`config.mk`:
```
export PLATFORM = sky130hd
export DESIGN_NAME = add_word_seq
export DESIGN_NICKNAME = d
export VERILOG_FILES = /design/src/rtl/add_pkg.sv /design/src/rtl/add_slice.sv /design/src/rtl/add_word_seq.sv
export SDC_FILE = /design/constraint.sdc
export NUM_CORES = 1
export LEC_CHECK = 0
export ABC_AREA = 1
export BUFFER_PORTS_ARGS = -buffer_cell sky130_fd_sc_hd__buf_2
export CAP_MARGIN = 20
export CORE_MARGIN = 10
export CORE_UTILIZATION = 30
export DETAILED_ROUTE_END_ITERATION = 12
export PLACE_DENSITY = 0.62
export SLEW_MARGIN = 20
export SYNTH_ARGS = -nofsm -noshare
export SYNTH_HDL_FRONTEND = slang
export SYNTH_SLANG_ARGS = --single-unit
```
`constraint.sdc`:
```
create_clock -name clk -period 2.44 [get_ports clk]
set_clock_uncertainty 0.2 [all_clocks]
set_input_delay 0.122 -clock clk [delete_from_list [all_inputs] [get_ports clk]]
set_output_delay 0.122 -clock clk [all_outputs]
set_load 0.01 [all_outputs]
```
`src/rtl/add_pkg.sv`:
```
// Shared constants and state encoding for the multi-word sequential adder.
package add_pkg;

   localparam int unsigned LEN_DEF  = 16;
   localparam int unsigned MAXW_DEF = 4;

   typedef enum logic [0:0] {
      ST_FIRST = 1'b0,
      ST_CHAIN = 1'b1
   } add_state_e;

endpackage

```
`src/rtl/add_slice.sv`:
```
// Combinational LEN-bit adder slice with carry-out and signed overflow.
module add_slice #(
   parameter int unsigned LEN = 16
) (
   input  logic [LEN-1:0] a,
   input  logic [LEN-1:0] b,
   input  logic           ic,
   output logic [LEN-1:0] y,
   output logic           oc,
   output logic           ovf
);

   logic [LEN:0]   full;
   logic [LEN-1:0] low;

   always_comb begin
      full = {1'b0, a} + {1'b0, b} + {{LEN{1'b0}}, ic};
      // Sum of the lower LEN-1 bits; its top bit is the carry into the sign bit.
      low  = {1'b0, a[LEN-2:0]} + {1'b0, b[LEN-2:0]} + {{(LEN-1){1'b0}}, ic};
      y    = full[LEN-1:0];
      oc   = full[LEN];
      ovf  = low[LEN-1] ^ full[LEN];
   end

endmodule

```
`src/rtl/add_word_seq.sv`:
```
// Streams wide operands word by word through one adder slice, chaining carries between words.
module add_word_seq
   import add_pkg::*;
#(
   parameter int unsigned LEN  = LEN_DEF,
   parameter int unsigned MAXW = MAXW_DEF,
   parameter int unsigned IDXW = $clog2(MAXW)
) (
   input  logic            clk,
   input  logic            rst_n,
   input  logic            in_valid,
   output logic            in_ready,
   input  logic [LEN-1:0]  in_a,
   input  logic [LEN-1:0]  in_b,
   input  logic            in_last,
   input  logic            ic,
   output logic            out_valid,
   input  logic            out_ready,
   output logic [LEN-1:0]  out_y,
   output logic [IDXW-1:0] out_idx,
   output logic            out_last,
   output logic            out_oc,
   output logic            out_ovf,
   output logic            out_err
);

   add_state_e    state_q;
   logic          carry_q;
   logic [IDXW-1:0] idx_q;

   logic           accept;
   logic           idx_max;
   logic           last;
   logic           cin;
   logic [LEN-1:0] y;
   logic           oc;
   logic           ovf;

   assign in_ready = !out_valid || out_ready;
   assign accept   = in_valid && in_ready;
   assign idx_max  = (idx_q == IDXW'(MAXW - 1));
   // A word is last either by request or because the operand hit MAXW words.
   assign last     = in_last || idx_max;
   assign cin      = (state_q == ST_FIRST) ? ic : carry_q;

   add_slice #(
      .LEN (LEN)
   ) u_slice (
      .a   (in_a),
      .b   (in_b),
      .ic  (cin),
      .y   (y),
      .oc  (oc),
      .ovf (ovf)
   );

   always_ff @(posedge clk or negedge rst_n) begin
      if (!rst_n) begin
         state_q   <= ST_FIRST;
         carry_q   <= 1'b0;
         idx_q     <= '0;
         out_valid <= 1'b0;
         out_y     <= '0;
         out_idx   <= '0;
         out_last  <= 1'b0;
         out_oc    <= 1'b0;
         out_ovf   <= 1'b0;
         out_err   <= 1'b0;
      end else if (accept) begin
         out_valid <= 1'b1;
         out_y     <= y;
         out_idx   <= idx_q;
         out_last  <= last;
         out_oc    <= oc;
         out_ovf   <= last ? ovf : 1'b0;
         out_err   <= idx_max && !in_last;
         carry_q   <= oc;
         idx_q     <= last ? '0 : idx_q + IDXW'(1);
         state_q   <= last ? ST_FIRST : ST_CHAIN;
      end else if (out_ready) begin
         out_valid <= 1'b0;
      end
   end

endmodule

```
# Word-level counts from Yosys, hierarchy flattened
# Cells that the tools add are included.
[totals] regBits=26 in_bits=38 output_inout_bits=24 wordCells=29
[classes] addsub=5 eq_ne=1 mux=6 bitwise_logic=1 n_reduce_logical=7
[op_table] operator="adder 16 x 16 -> 17 bit" n=1
[op_table] operator="adder 17 x 1 -> 17 bit" n=1
[op_table] operator="adder 15 x 15 -> 16 bit" n=1
[op_table] operator="adder 16 x 1 -> 16 bit" n=1
[op_table] operator="2-to-1 mux 1 bit" n=5
[op_table] operator="adder 2 x 1 -> 2 bit (second input constant)" n=1
[op_table] operator="== test 2 bit (second input constant)" n=1
[op_table] operator="logical AND 1 bit" n=2
[op_table] operator="logical NOT 1 bit" n=2
[op_table] operator="logical OR 1 bit" n=2
[op_table] operator="2-to-1 mux 2 bit" n=1
[op_table] operator="nonzero test 2 bit" n=1
[op_table] operator="bitwise XOR 1 bit" n=1

# Depth between registers and ports, before layout
# Gate-level depths: netlist (run 1).
[logic_depth] word_depth=4 mapped_depth=15 ltp_nobuf=15

# By module
# A second synthesis (run 1) with hierarchy kept.
[hier_totals] hier_cells=317 hier_area_um2=2103.3
[modules_own_cells] mod="add_word_seq" n_inst=1 cells_per_inst=127 area_each_um2=1107.3 seq_area_each_um2=650.6
[modules_own_cells] mod="add_slice" n_inst=1 cells_per_inst=190 area_each_um2=996.0 seq_area_each_um2=0.0

# Worst setup path after synthesis (run 1)
# OpenSTA, ideal clock, no wires.
[synth_path] path_type="reg-to-reg" from="reg carry_q" to="reg out_y[14]" setup_time_ns=0.117 t_arrival_ns=1.802 required_time_ns=2.123 slack_ns=0.321 path_stages_with_launch=16 path_buffers=0 synth_period_minus_slack_ns=2.119 cell_sequence="dfrtp_1 -> inv_1 -> nand2_1 -> o21ai_0 -> fa_1 -> inv_1 -> fa_1 -> nand2_1 -> nand2_1 -> nand3b_1 -> nand2_1 -> nand3_1 -> nand2_1 -> nand2_1 -> nand3_1 -> nand2_1"
[synth_between] elab_chain_cells=2
[synth_rtl] item="start, declared" line_no="add_word_seq.sv:28" rtl="logic carry_q;"
[synth_rtl] item="start signal, assigned" line_no="add_word_seq.sv:60" rtl="carry_q <= 1'b0;"
[synth_rtl] item="start signal, assigned" line_no="add_word_seq.sv:77" rtl="carry_q <= oc;"
[synth_rtl] item="2-to-1 mux 1 bit" line_no="add_word_seq.sv:44" rtl="assign cin = (state_q == ST_FIRST) ? ic : carry_q;"
[synth_rtl] item="adder 17 x 1 -> 17 bit" line_no="add_slice.sv:17" rtl="full = {1'b0, a} + {1'b0, b} + {{LEN{1'b0}}, ic};"
[synth_rtl] item="end signal, assigned" line_no="add_word_seq.sv:71" rtl="out_y <= y;"
[synth_rtl] item="end, declared" line_no="add_word_seq.sv:19" rtl="output logic [LEN-1:0] out_y,"
# No other way between the ends.
# A chain may end at the register's enable or synchronous reset.

# Final worst setup path (run 1)
[layout_path] from="reg state_q" to="reg out_ovf"
[layout_between] elab_chain_cells=4 elab_cells_between_ends=5 classes_between="add/sub (2); mux (2); bitwise (1)"
[layout_rtl] item="start, declared" line_no="add_word_seq.sv:27" rtl="add_state_e state_q;"
[layout_rtl] item="start signal, assigned" line_no="add_word_seq.sv:79" rtl="state_q <= last ? ST_FIRST : ST_CHAIN;"
[layout_rtl] item="2-to-1 mux 1 bit *" line_no="add_word_seq.sv:44"
[layout_rtl] item="adder 17 x 1 -> 17 bit / adder 16 x 1 -> 16 bit (equally long branches)" line_no="add_slice.sv:17, add_slice.sv:19"
[layout_rtl] item="bitwise XOR 1 bit *" line_no="add_slice.sv:22" rtl="ovf = low[LEN-1] ^ full[LEN];"
[layout_rtl] item="2-to-1 mux 1 bit *" line_no="add_word_seq.sv:75" rtl="out_ovf <= last ? ovf : 1'b0;"
[layout_rtl] item="end signal, assigned" line_no="add_word_seq.sv:75"
[layout_rtl] item="end, declared" line_no="add_word_seq.sv:23" rtl="output logic out_ovf,"
# Every way passes the cells marked *; elsewhere a longest branch is shown, timed or not.

==> impl_metrics.env, run 1 <==
export IMPL_fin_crit_sh=0.907
export IMPL_internal_power_mw=0.922
export IMPL_cts_tree="built"
export IMPL_switching_share=0.368
export IMPL_cts_buffers=3
export IMPL_syn_cell_area_mm2=0.00198
export IMPL_post_route_min_period_ps=2210
export IMPL_tightest_slew_ps=581
export IMPL_ys_types=25
export IMPL_critPathLaunchType="flop"
export IMPL_reg2reg_from="state_q$_DFFE_PN0P_"
export IMPL_worstPathCellList="nand2_1 -> o21ai_0 -> fa_1 -> inv_2 -> fa_2 -> nand2_1 -> nand2_1 -> nand3_1 -> nand2_2 -> nand2_1 -> nand2_1 -> nand2_1 -> nand3_1 -> nand2_1"
export IMPL_place_area_mm2=0.00237
export IMPL_syn_inst=287
export IMPL_diodes=0
export IMPL_core_region_area_mm2=0.00639
export IMPL_clkSlewWorstSetupHoldPaths_ps=90
export IMPL_worst_r2r_endpoint="out_ovf$_DFFE_PN0P_"
export IMPL_synth_top_cells_by_count="nand2_1 (113), inv_1 (38), dfrtp_1 (26)"
export IMPL_p_comb_frac=0.405
export IMPL_max_slew_margin_rel=0.613
export IMPL_irDropWorstVdd_mv=0.334
export IMPL_gp_congestion=0.828
export IMPL_regToRegSetupSlack_ps=230
export IMPL_cp_data_required_time_ps=2410
export IMPL_syn_area_per_cell_um2=6.89
export IMPL_die_w_um=101
export IMPL_synth_edf_count=0
export IMPL_grt_pass1_wl_um=8990
export IMPL_clk_latency_ps=260
export IMPL_fin_cells=429
export IMPL_via_per_inst=4.49
export IMPL_cp_top_family="simple AND/OR/NAND/NOR gates"
export IMPL_grt_util_all_layers=0.105
export IMPL_vias=1928
export IMPL_port_buffers=61
export IMPL_crit_top_cell="nand2_1"
export IMPL_clock_fmax_ghz=0.452
export IMPL_fp_row_count=29
export IMPL_clock_sinks=26
export IMPL_slew_violations=0
export IMPL_fin_area_mm2=0.00246
export IMPL_fillers=701
export IMPL_setup_viol=0
export IMPL_place_inst=422
export IMPL_drt_initial_drc_count=73
export IMPL_multi_input_area_mm2=0.00116
export IMPL_first_pass_iters=6
export IMPL_start_util=0.310
export IMPL_p_sw_mw=0.537
export IMPL_hold_ws_ps=79.2
export IMPL_ys_flop_type="dfrtp_1"
export IMPL_antenna_found_initial=0
export IMPL_cp_endpoint="out_ovf$_DFFE_PN0P_"
export IMPL_drv_cap=0
export IMPL_die_area_mm2=0.0102
export IMPL_nets=409
export IMPL_synthTopCellsByArea="dfrtp_1 (33%), nand2_1 (21%), ha_1 (10%), inv_1 (7.2%), nand3_1 (4.6%)"
export IMPL_cpPeakStageDelay_ps=400
export IMPL_grt_overflow_total=0
export IMPL_wire_per_inst_um=12.2
export IMPL_dp_hpwl_um=4390
export IMPL_regArea_um2=651
export IMPL_ys_warn_count=0
export IMPL_hold_class="input pin to flop"
export IMPL_crit_start="state_q$_DFFE_PN0P_"
export IMPL_synth_fp_nets=343
export IMPL_cts_root_buf="clkbuf_8"
export IMPL_drc_errors=0
export IMPL_worst_path_buf_inv=1
export IMPL_area_delta_synth_final_pct=24.3
export IMPL_crit_arrival_ps=2180
export IMPL_endpoint_kind="flop"
export IMPL_die_h_um=101
export IMPL_utilization=0.385
export IMPL_synth_area_leader_cell="dfrtp_1"
export IMPL_yosysMostFrequentCell="nand2_1"
export IMPL_synth_seq_cells=26
export IMPL_h_tree_depth=1
export IMPL_totalWireLength_um=5230
export IMPL_crit_fanout=4
export IMPL_clkPwrFrac=0.189
export IMPL_p_per_area_mw_per_mm2=594
export IMPL_clk_path_buf_depth=2
export IMPL_cp_depth=14
export IMPL_slowest_stage="dfrtp_1"
export IMPL_yosysSeqAreaShare=0.329
export IMPL_rsz0062_at_grt="no"
export IMPL_grt_pass1_vias=1987
export IMPL_final_hold_viol_count=0
export IMPL_yosysTopAreaCellShare=0.329
export IMPL_synthArstFlopShare=1.00
export IMPL_ios=62
export IMPL_leakage_nw=1.42
export IMPL_drtAntennaViolNets=0
export IMPL_seqPwrFrac=0.406
export IMPL_fin_setup_tns_ps=0
export IMPL_r2r_cells=14
export IMPL_crit_type="flop to flop"
export IMPL_layout_drive_gt1_share=0.233
export IMPL_status="finished, final reports clean"
export IMPL_grt_max_degree=37
layout make-up:
type,instances,area share
clock buffer,4,0.0224
inverter,41,0.0626
multi-input combinational,216,0.471
sequential,26,0.265
tap,77,0.0392
timing repair buffer,65,0.140
worst min-delay path: stages:
cell and delay [ps]:
buf_2 100, inv_1 60, fa_1 150, o21ai_0 70
per-layer routing:
metal | share of wire | vias up | routed length [µm] | track usage
met5 | 0 | - | 0 | 0
met4 | 0.0099 | 0 | 52 | 0.0311
met3 | 0.040 | 2 | 207 | 0.0143
met2 | 0.43 | 46 | 2250 | 0.170
met1 | 0.52 | 853 | 2720 | 0.141
li1 | - | 1027 | - | -
registers in the layout, summed over array words and instances (netlist names):
| register | count |
|---|---|
| state_q | 1 |
| out_valid | 1 |
| out_idx | 2 |
| idx_q | 2 |
| out_y | 16 |
| carry_q | 1 |
| out_last | 1 |
| out_ovf | 1 |
| out_err | 1 |
kinds of logic (layout without fill, tap and decap cells):
group                      Yosys count  in the layout  share of synthesized area
AOI/OAI and AO/OA                   28             28                     0.0772
xor gates and xnor gates             6              6                     0.0266
adders and majority gates           18             18                      0.122
buffers and inverters               45            110                     0.0873
DFF                                 26             26                      0.329
and+or+nand+nor                    164            164                      0.358
worst min-delay path by stage:
stage,cells past startpoint,startpoint,slack [ps],end
floorplan,0,rst_n,-370,carry_q$_DFFE_PN0P_
global placement,1,rst_n,-40,out_y[0]$_DFFE_PN0P_
detailed placement,1,rst_n,-40,out_y[0]$_DFFE_PN0P_
CTS,4,in_b[1],50,out_y[1]$_DFFE_PN0P_
global route,4,in_b[1],100,out_y[1]$_DFFE_PN0P_
finish,4,in_b[0],80,out_y[0]$_DFFE_PN0P_
placed cells by master, fill, tap and decap left out, types with 7 or more instances in the layout:
cell type and n:
o21ai_0 13, nand2_2 7, ha_1 16, inv_1 37, buf_2 61, nand3_1 18
dfrtp_1 26, nor2_1 13, a21oi_1 10, nand2_1 112
timing repair:
item / CTS / global route
hold buffers: 3 / 0
endpoints found under the hold margin: 28 / 0
endpoints found under the setup margin: 0 / 2
resized for setup: 0 / 3
setup buffers: 0 / 0
power groups by stage:
stage	Sequential, mW	Combinational, mW	Clock [mW]
finish	0.592	0.591	0.275
global route	0.608	0.685	0.304
CTS	0.594	0.605	0.281
detailed placement	0.602	0.598	0
global placement	0.599	0.593	0
floorplan	0.645	0.328	0
through the flow:
step | worst slack, ps | power [mW]
CTS | 147 | 1.48
detailed placement | 164 | 1.20
finish | 227 | 1.46
global route | 4.18 | 1.60
floorplan | 321 | 0.973
global placement | 222 | 1.19
Note: power is estimated with default switching activity, not from simulation.
==> inputs of run 2 (changes only) <==
--- a/config.mk
+++ b/config.mk
@@ -14,2 +14,3 @@
 export PLACE_DENSITY = 0.62
+export REMOVE_ABC_BUFFERS = 1
 export SLEW_MARGIN = 20
--- a/constraint.sdc
+++ b/constraint.sdc
@@ -4,2 +4,2 @@
 set_output_delay 0.122 -clock clk [all_outputs]
-set_load 0.01 [all_outputs]
+set_load 0.005 [all_outputs]
==> run 2 against run 1 <==
Non-clock buffer count stayed put. Sequential share of layout area shrank 0.15 points. Sequential cell count unchanged. Final area grew 0.56%. Clock-buffer cell count fell by 1.
==> impl_metrics.env, run 2 (synthesis results as in run 1) <==
export IMPL_status="finished, final reports clean"
export IMPL_cts_tree="built"
export IMPL_slowest_stage="fa_1"
export IMPL_layout_commonest_cell="nand2_1"
export IMPL_crit_top_cell="nand2_1"
export IMPL_crit_start="carry_q$_DFFE_PN0P_"
export IMPL_wire_per_inst_um=12.4
export IMPL_area_delta_synth_final_pct=25.0
export IMPL_place_inst=422
export IMPL_cp_data_required_time_ps=2410
export IMPL_diodes=0
export IMPL_hold_class="input pin to flop"
export IMPL_r2r_cells=15
export IMPL_drtAntennaViolNets=0
export IMPL_nets=409
export IMPL_seqPwrFrac=0.395
export IMPL_crit_type="flop to flop"
export IMPL_crit_fanout=3
export IMPL_port_buffers=61
export IMPL_finalWorstSetupSlack_ps=224
export IMPL_grt_overflow_total=0
export IMPL_critPathLaunchType="flop"
export IMPL_post_route_min_period_ps=2220
export IMPL_cp_endpoint="out_y[14]$_DFFE_PN0P_"
export IMPL_drv_cap=0
export IMPL_worstPathCellList="inv_1 -> nand2_1 -> o21ai_0 -> fa_1 -> inv_2 -> fa_2 -> nand2_1 -> nand2_1 -> nand3b_1 -> nand2_1 -> nand3_1 -> nand2_1 -> nand2_1 -> nand3_1 -> nand2_1"
export IMPL_layout_drive_gt1_share=0.230
export IMPL_fin_area_mm2=0.00247
export IMPL_fin_cells=429
export IMPL_clkSlewWorstSetupHoldPaths_ps=100
export IMPL_vias=1932
export IMPL_ios=62
export IMPL_crit_arrival_ps=2180
export IMPL_h_tree_depth=1
export IMPL_largest_reg_flops=16
export IMPL_clock_sinks=26
export IMPL_totalWireLength_um=5320
export IMPL_drc_errors=0
export IMPL_slew_violations=0
export IMPL_drt_initial_drc_count=76
export IMPL_cts_setup_buffers=0
export IMPL_internal_power_mw=0.995
export IMPL_cpPeakStageDelay_ps=390
export IMPL_antenna_found_initial=0
export IMPL_grt_max_degree=37
export IMPL_max_slew_margin_rel=0.607
export IMPL_cts_buffers=3
export IMPL_clock_fmax_ghz=0.451
export IMPL_layout_common_cells="nand2_1 (113), buf_2 (61), inv_1 (37)"
export IMPL_via_per_inst=4.50
export IMPL_fillers=696
export IMPL_irDropWorstVdd_mv=0.316
export IMPL_fp_row_count=29
export IMPL_switching_share=0.338
export IMPL_p_per_area_mw_per_mm2=608
export IMPL_first_pass_iters=4
export IMPL_die_area_mm2=0.0102
export IMPL_cts_root_buf="clkbuf_8"
export IMPL_regToRegSetupSlack_ps=220
export IMPL_die_w_um=101
export IMPL_grt_util_all_layers=0.108
export IMPL_endpoint_kind="flop"
export IMPL_fin_setup_tns_ps=0
export IMPL_fin_crit_sh=0.908
export IMPL_place_area_mm2=0.00237
export IMPL_gp_congestion=0.847
export IMPL_clk_latency_ps=270
export IMPL_clk_path_buf_depth=2
export IMPL_reg2reg_from="carry_q$_DFFE_PN0P_"
export IMPL_grt_pass1_wl_um=9100
export IMPL_setup_viol=0
export IMPL_dp_hpwl_um=4410
export IMPL_grt_pass1_vias=1919
export IMPL_rsz0062_at_grt="no"
export IMPL_core_region_area_mm2=0.00639
export IMPL_p_sw_mw=0.508
export IMPL_clkPwrFrac=0.236
export IMPL_tightest_slew_ps=590
export IMPL_die_h_um=101
export IMPL_reg_top3="out_y: 16 flops, idx_q: 2 flops, out_idx: 2 flops"
export IMPL_start_util=0.310
export IMPL_worst_r2r_endpoint="out_y[14]$_DFFE_PN0P_"
export IMPL_dpl_worst_slack_ps=205
export IMPL_top_register="out_y"
export IMPL_leakage_nw=1.43
export IMPL_p_comb_frac=0.368
export IMPL_final_hold_viol_count=0
-- run 2: area by class of cell --
class / count / area, µm² / share of cell area
Inverter: 41 / 154 / 0.0623
Sequential cell: 26 / 651 / 0.263
Timing Repair Buffer: 65 / 343 / 0.139
Clock inverter: 1 / 30.0 / 0.0122
Multi-Input combinational cell: 216 / 1160 / 0.468
Tap cell: 77 / 96.3 / 0.0390
Clock buffer: 3 / 41.3 / 0.0167
-- run 2: critical path: cells and delay by family (launching register included) --
kind | cells | cell delay, ps
simple gates | 10 | 730
flops | 1 | 350
fa+ha+maj | 2 | 590
buf+inv | 2 | 150
compound gates | 1 | 90
-- run 2: power by group through the flow --
| stage | Sequential, mW | Combinational [mW] | Clock [mW] |
|---|---|---|---|
| floorplan | 0.610 | 0.324 | 0 |
| global placement | 0.601 | 0.554 | 0 |
| detailed placement | 0.605 | 0.558 | 0 |
| CTS | 0.597 | 0.564 | 0.365 |
| global route | 0.612 | 0.648 | 0.390 |
| finish | 0.594 | 0.553 | 0.355 |
-- run 2: stage by stage --
stage	hold WS, ps	util	total power [mW]
after floorplan	-374	-	0.933
after global placement	-45.2	0.371	1.15
after detailed placement	-41.4	0.371	1.16
after CTS	57.9	0.387	1.53
after global routing	105	0.387	1.65
final	76.9	0.387	1.50
-- run 2: metal layers --
metal | part of all wire | GRT usage
met4 | 0.0090 | 0.0322
met2 | 0.43 | 0.167
met1 | 0.50 | 0.149
met3 | 0.061 | 0.0191
met5 | 0 | 0
-- run 2: how the worst min path moves through the flow --
stage                        from                   end  slack, ps  cells after the start
after floorplan             rst_n   carry_q$_DFFE_PN0P_       -370                      0
after global placement      rst_n  out_y[4]$_DFFE_PN0P_        -50                      1
after detailed placement    rst_n  out_y[4]$_DFFE_PN0P_        -40                      1
after CTS                 in_b[1]  out_y[1]$_DFFE_PN0P_         60                      4
after global routing      in_b[1]  out_y[1]$_DFFE_PN0P_        110                      4
final                     in_b[0]  out_y[0]$_DFFE_PN0P_         80                      4
-- run 2: what timing repair did --
| item | in CTS | in global routing |
|---|---|---|
| hold buffers | 3 | 0 |
| gates resized for setup | 0 | 2 |
| hold endpoints to repair | 29 | 0 |
| endpoints found under the setup margin | 0 | 4 |
